[src/rtl/imm_gen_pipe.sv]
// imm_gen_pipe: registered RV32IM/RV64 immediate generator for the decode
// stage. The immediate is decoded combinationally from INST/IMM_SEL and
// carried to the ID/EX boundary through an output register backed by a
// single-entry skid register (valid/ready, strictly FIFO).
//
// Ports:
//   CLK, RESET_N     clock, asynchronous active-low reset
//   FLUSH            synchronous kill of all held entries
//   IN_VALID/READY   input handshake (IN_READY = !skid_valid)
//   INST, IMM_SEL    raw instruction, immediate select ([3] = unsigned)
//   IN_TAG           side-band tag travelling with the entry
//   OUT_VALID/READY  output handshake
//   IMM_EXT          extended immediate (XLEN bits)
//   OUT_TAG          tag of the output entry
//   OUT_SEL_ILLEGAL  output entry used the unsupported select 7
module imm_gen_pipe #(
    parameter int unsigned XLEN  = 32,
    parameter int unsigned TAG_W = 8
) (
    input  logic             CLK,
    input  logic             RESET_N,
    input  logic             FLUSH,
    input  logic             IN_VALID,
    output logic             IN_READY,
    input  logic [31:0]      INST,
    input  logic [3:0]       IMM_SEL,
    input  logic [TAG_W-1:0] IN_TAG,
    output logic             OUT_VALID,
    input  logic             OUT_READY,
    output logic [XLEN-1:0]  IMM_EXT,
    output logic [TAG_W-1:0] OUT_TAG,
    output logic             OUT_SEL_ILLEGAL
);

    // State encoding is {skid_valid, out_valid}; 2'b10 is unreachable.
    localparam logic [1:0] S_EMPTY = 2'b00;
    localparam logic [1:0] S_ONE   = 2'b01;
    localparam logic [1:0] S_FULL  = 2'b11;

    logic [1:0]       state_q, state_d;
    logic [XLEN-1:0]  out_imm_q, out_imm_d;
    logic [TAG_W-1:0] out_tag_q, out_tag_d;
    logic             out_ill_q, out_ill_d;
    logic [XLEN-1:0]  skid_imm_q, skid_imm_d;
    logic [TAG_W-1:0] skid_tag_q, skid_tag_d;
    logic             skid_ill_q, skid_ill_d;

    logic [XLEN-1:0]  imm_c;
    logic             ill_c;
    logic [5:0]       shamt_c;
    logic             accept_c;
    logic             drain_c;
    logic             unused_inst_c;

    // Opcode bits never contribute to an immediate.
    assign unused_inst_c = ^INST[6:0];

    // RV64 shift amounts use one more instruction bit than RV32.
    assign shamt_c = (XLEN == 64) ? INST[25:20] : {1'b0, INST[24:20]};

    // Immediate decode.
    always_comb begin
        imm_c = '0;
        ill_c = 1'b0;
        case (IMM_SEL[2:0])
            3'd0: imm_c = XLEN'($signed({INST[31:12], 12'b0}));
            3'd1: begin
                if (IMM_SEL[3]) begin
                    imm_c = XLEN'({INST[31:12], 1'b0});
                end else begin
                    imm_c = XLEN'($signed({INST[31], INST[19:12], INST[20],
                                           INST[30:21], 1'b0}));
                end
            end
            3'd2: begin
                if (IMM_SEL[3]) begin
                    imm_c = XLEN'(INST[31:20]);
                end else begin
                    imm_c = XLEN'($signed(INST[31:20]));
                end
            end
            3'd3: imm_c = XLEN'($signed({INST[31], INST[7], INST[30:25],
                                         INST[11:8], 1'b0}));
            3'd4: begin
                if (IMM_SEL[3]) begin
                    imm_c = XLEN'({INST[31:25], INST[11:7]});
                end else begin
                    imm_c = XLEN'($signed({INST[31:25], INST[11:7]}));
                end
            end
            3'd5: imm_c = XLEN'(shamt_c);
            3'd6: imm_c = XLEN'(INST[19:15]);
            default: begin
                imm_c = '0;
                ill_c = 1'b1;
            end
        endcase
    end

    assign accept_c = IN_VALID && !state_q[1];
    assign drain_c  = state_q[0] && OUT_READY;

    // Next-state and datapath steering for the output/skid pair.
    always_comb begin
        state_d    = state_q;
        out_imm_d  = out_imm_q;
        out_tag_d  = out_tag_q;
        out_ill_d  = out_ill_q;
        skid_imm_d = skid_imm_q;
        skid_tag_d = skid_tag_q;
        skid_ill_d = skid_ill_q;
        if (FLUSH) begin
            state_d = S_EMPTY;
        end else begin
            case (state_q)
                S_EMPTY: begin
                    if (accept_c) begin
                        out_imm_d = imm_c;
                        out_tag_d = IN_TAG;
                        out_ill_d = ill_c;
                        state_d   = S_ONE;
                    end
                end
                S_ONE: begin
                    if (accept_c && drain_c) begin
                        out_imm_d = imm_c;
                        out_tag_d = IN_TAG;
                        out_ill_d = ill_c;
                    end else if (accept_c) begin
                        skid_imm_d = imm_c;
                        skid_tag_d = IN_TAG;
                        skid_ill_d = ill_c;
                        state_d    = S_FULL;
                    end else if (drain_c) begin
                        state_d = S_EMPTY;
                    end
                end
                S_FULL: begin
                    if (drain_c) begin
                        out_imm_d = skid_imm_q;
                        out_tag_d = skid_tag_q;
                        out_ill_d = skid_ill_q;
                        state_d   = S_ONE;
                    end
                end
                default: state_d = S_EMPTY;
            endcase
        end
    end

    // State and payload registers.
    always_ff @(posedge CLK or negedge RESET_N) begin
        if (!RESET_N) begin
            state_q    <= S_EMPTY;
            out_imm_q  <= '0;
            out_tag_q  <= '0;
            out_ill_q  <= 1'b0;
            skid_imm_q <= '0;
            skid_tag_q <= '0;
            skid_ill_q <= 1'b0;
        end else begin
            state_q    <= state_d;
            out_imm_q  <= out_imm_d;
            out_tag_q  <= out_tag_d;
            out_ill_q  <= out_ill_d;
            skid_imm_q <= skid_imm_d;
            skid_tag_q <= skid_tag_d;
            skid_ill_q <= skid_ill_d;
        end
    end

    assign IN_READY        = !state_q[1];
    assign OUT_VALID       = state_q[0];
    assign IMM_EXT         = out_imm_q;
    assign OUT_TAG         = out_tag_q;
    assign OUT_SEL_ILLEGAL = out_ill_q;

endmodule

[config.mk]
export PLATFORM = sky130hd
export DESIGN_NAME = imm_gen_pipe
export DESIGN_NICKNAME = d
export VERILOG_FILES = /design/src/rtl/imm_gen_pipe.sv
export SDC_FILE = /design/constraint.sdc
export NUM_CORES = 1
export LEC_CHECK = 0
export CAP_MARGIN = 25
export CORE_MARGIN = 2
export CORE_UTILIZATION = 54
export CTS_BUF_LIST = sky130_fd_sc_hd__clkbuf_2
export DETAILED_ROUTE_END_ITERATION = 10
export PLACE_DENSITY = 0.83
export SYNTH_ARGS = -nofsm -noshare
export SYNTH_HDL_FRONTEND = slang
export SYNTH_SLANG_ARGS = --single-unit
[constraint.sdc]
create_clock -name CLK -period 2.3 [get_ports CLK]
set_input_delay 0.46 -clock CLK [delete_from_list [all_inputs] [get_ports CLK]]
set_output_delay 0.46 -clock CLK [all_outputs]
set_load 0.05 [all_outputs]
---- Word-level counts from Yosys, hierarchy flattened ----
Cells that the tools add are included.
storage, ports and cells
  memory bits (writable) .................. 0
  latch bits .............................. 0
  register bits after elaboration ......... 84
  memories kept ........................... 0
  memory bits (read-only) ................. 0
cells by class
  add/sub/neg operators ................... 0
  multiply operators ...................... 0
  muxes and demuxes ....................... 24
  reductions and logical operators ........ 11
  div/mod/pow operators ................... 0
  $lt $le $gt $ge ......................... 0
  shifts and indexed selects .............. 0
  equality and inequality tests ........... 15
  bitwise operators ....................... 2
operators with widths
  operator              count
  $pmux W32 S7          1
  $mux W32              6
  $pmux W32 S3          1
  $mux W8               3
  $pmux W8 S3           1
  $mux W2               6
  $eq A3 B3 Y1 const B  3
  $ne A3 B3 Y1 const B  3
  $reduce_and A4 Y1     2
  $reduce_or A7 Y1      1
  $eq A3 B2 Y1 const B  2
  $ne A2 B2 Y1 const B  3
  $pmux W2 S3           1
  $reduce_and A5 Y1     1
  $mux W1               4
  $ne A4 B4 Y1 const B  1
  $eq A3 B1 Y1 const B  1
  $logic_and A1 B1 Y1   3
  $logic_not A3 Y1      1
  $pmux W1 S3           1
  $reduce_bool A3 Y1    1
  $eq A2 B1 Y1 const B  1
  $eq A2 B2 Y1 const B  1
  $logic_not A2 Y1      1
  2 further kinds       3

---- Longest topological paths before layout ----
  depth in word-level cells ............... 6
  gate-level depth with buffers ........... 8
  depth with buffers taken out ............ 7

---- Worst setup path after synthesis ----
Ideal clock, no wire load.
  kind .................................... register to register
  start ................................... reg state_q[0]
  end ..................................... reg out_imm_q[31], in the netlist IMM_EXT[31]
  arrival ................................. 2.057 ns
  cell stages (with the launch flop) ...... 7
  slack ................................... 0.118 ns
  path buffers ............................ 1
  path through ............................ dfrtp_1 inv_1 ha_1 a221oi_4 and3b_1 buf_4 mux2_2
between the ends
  longest elaborated chain between the ends .. 4
  elaborated cells between the ends (all ways) .. 11
  classes of those cells .................. eq/ne (5); mux (1); reduce/logical (5)
ends and longest elaborated chain
  element                      line  RTL
  from (decl)                  40    logic [1:0] state_q, state_d;
  from (signal assigned)       162   state_q <= state_d;
  $logic_and A1 B1 Y1          101   assign drain_c = state_q[0] && OUT_READY;
  $logic_and A1 B1 Y1          125   if (accept_c && drain_c) begin
  $ne A2 B2 Y1 (no line)       -
  $reduce_and A5 Y1 (no line)  -
  to (signal assigned)         163   out_imm_q <= out_imm_d;
  to (decl)                    41    logic [XLEN-1:0] out_imm_q, out_imm_d;
Several ways; a longest one is shown, not always the timed one.
A chain may end at the register's enable or synchronous reset.

---- Worst setup path after layout ----
  start ................................... reg out_imm_q[13], in the netlist IMM_EXT[13]
  end ..................................... out IMM_EXT[13]
RTL lines
  element    line  RTL
  to (decl)  30    output logic [XLEN-1:0] IMM_EXT,
No word-level cell between the ends.

==> reports/results.ini <==
[die]
die_w_microns = 95.9
die_area_sq_um = 9190
core-area_sq_um = 8220
ios = 92
num_rows = 33
dieHeight_microns = 95.9
start_util = 0.555

[global_routing]
grt_overflow_total = 0
grt_max_degree = 40
grt_usage = 0.295
first_global_vias = 4238
grt_pass1_wl_microns = 20700
antenna_found_initial = 0

[yosys]
synth_edf_count = 0
synth_top_area_cell = dfrtp_1
synth_fp_nets = 563
synth.top_cell.area_share = 0.461
netlist_instances = 510
ys_types = 52
synth_area_sq_um = 4560
synthArstFlopShare = 1.00
syn_avg_cell_area_sq_um = 8.94
ys_warn_count = 0
yosys_register_bits = 84
synthTopCellsByArea = dfrtp_1, nand2_1, o21ai_0
ys.flop_type = dfrtp_1
yosysSeqAreaShare = 0.461

[setup_path]
cpLargestDelayFamily = buffers and inverters
reg2reg_slack_ns = 0.22
crit_cells = 1
worst-path-buf-inv = 1
crit_chain = clkdlybuf4s50_1
worstSetupPathType = reg -> out
cp-startpoint = IMM_EXT[13]
critPathMaxStageDelay_ns = 0.80
arrival_ns = 1.75
required_ns = 1.84
crit_fanout = 2
regToRegEndpoint = IMM_EXT[21]
cp-start-kind = flip-flop
worstReg2RegStart = state_q[0]
critPathCaptureType = output pin
r2r_cells = 7
critPathSlowestCell = clkdlybuf4s50_1

[clocking]
clock_path_buffers = 2
cts_buffers = 9
clock_latency_ns = 0.56
cts_tree = built
clk_pin_slew_ns = 0.27
cts_max_level = 3
cts-root-buf = clkbuf_2
clock_sinks = 84
post_cts_buffers = 0

[detailed_routing]
vias_per_cell = 6.02
wl_per_cell_microns = 18.2
drt_iter0_markers = 359
routed_wl_microns = 13200
vias = 4359
dr.pass1.iters = 5
postRouteAntennaNets = 0
drc = 0

[placement]
place.port_buffers = 84
pre_cts_ws_ns = -0.0546
routabilityCongestion = 0.887
dpl.hpwl_microns = 9430

[sta]
setup_violations = 0
worst_slew_pin_slew_ns = 0.553
drv_slew = 0
fin_worst_skew_ns = 0.0312
layout_min_cycle_time_ns = 2.21
relSlewSlack = 0.631
fmax_mhz = 452
fin_crit_sh = 0.962
rsz0062_at_grt = no
finalHoldViolations = 0
worst_slack_ns = 0.0863

[flow_run]
max_cap_viol_count = 0

[finish]
area_growth_pct = 30.8
fin_nets = 667
final_common_cell = nand2_1
final_cell_mix = nand2_1, dfrtp_1, o21ai_0
drive_gt1_frac = 0.132
final_core_util = 0.725
antenna-diode-count = 0
fillers = 655

[hold_path]
min_path_type = in -> async

[power_and_ir_drop]
power.density_nw_per_um2 = 1120
ir_drop_mv = 0.589
p_leak_nw = 3.08

[outcome]
outcome = finished clean

## layer usage
metal / vias up / wire length, microns / global-route usage
li1: 2006 / - / -
met1: 2110 / 5360 / 0.375
met2: 195 / 6420 / 0.480
met3: 48 / 914 / 0.0830
met4: 0 / 491 / 0.112
met5: - / 0 / 0
## logic make-up after synthesis
group,after synthesis,synth area share
compound gates,179,0.256
simple gates,175,0.175
flops,84,0.461
buf+inv,46,0.0483
mux,21,0.0464
fa+ha+maj,4,0.0110
xor+xnor,1,0.00192
## what timing repair did
action                                  CTS  global route
hold buffers                              1             0
pin swaps                                 0             0
resized for setup                         2            34
endpoints found under the setup margin    2            34
hold endpoints to repair                 24             0
## Yosys cell counts (2+ instances only)
cell and count:
mux2i_1 20, buf_4 6, o22ai_1 5, nor2_2 2
a31oi_1 4, a21o_1 9, and3b_1 2, nor2b_1 6
nand2b_1 12, nor2_1 26, a211oi_2 2, a221oi_1 6
a22o_1 11, ha_1 4, nand2_1 111, clkbuf_1 16
o21a_1 2, and4bb_2 2, nand4bb_1 2, buf_2 14
inv_1 9, nor3_1 3, a32o_1 8, a21oi_1 52
a22oi_1 8, a211oi_1 3, o21ai_0 57, dfrtp_1 84
## power by group
group / internal (mW) / switching (mW) / total [mW] / leakage, nW
combinational: 1.21 / 2.20 / 3.41 / 1.94
clock: 0.269 / 0.563 / 0.831 / 0.0752
sequential: 2.09 / 0.348 / 2.44 / 1.07
## area by class of cell
class	count	area [sq um]	share of cell area
clock buffer	9	45.0	0.00756
clock inverter	7	80.1	0.0134
inverter	9	33.8	0.00567
multi-input combinational	380	2240	0.375
sequential	84	2100	0.353
tap	105	131	0.0220
timing repair buffer	130	1330	0.223
## flip-flops by register name (all words and copies together), names as in the netlist
signal	cells
OUT_TAG	8
IMM_EXT	32
skid_imm_q	32
skid_ill_q	1
state_q	2
OUT_SEL_ILLEGAL	1
skid_tag_q	8
## worst max path at each step
stage	to	slack, ns
after floorplan	IMM_EXT[31]	0.12
after global placement	IMM_EXT[11]	0.008
after detailed placement	IMM_EXT[21]	-0.05
after CTS	IMM_EXT[8]	0.006
after global routing	IMM_EXT[13]	0.001
final	IMM_EXT[13]	0.09
## through the flow
stage / power, mW / area [sq um] / hold WS, ns / instances / TNS, ns
after CTS: 6.71 / 5880 / 0.286 / 724 / 0
final: 6.68 / 5960 / 0.314 / 724 / 0
after detailed placement: 5.89 / 5740 / 0.405 / 707 / -0.288
after global placement: 5.77 / 5740 / 0.398 / 707 / 0
after floorplan: 4.66 / 4560 / 0.164 / 510 / 0
after global routing: 7.06 / 5960 / 0.248 / 724 / 0
(Power assumes the default switching activity.)
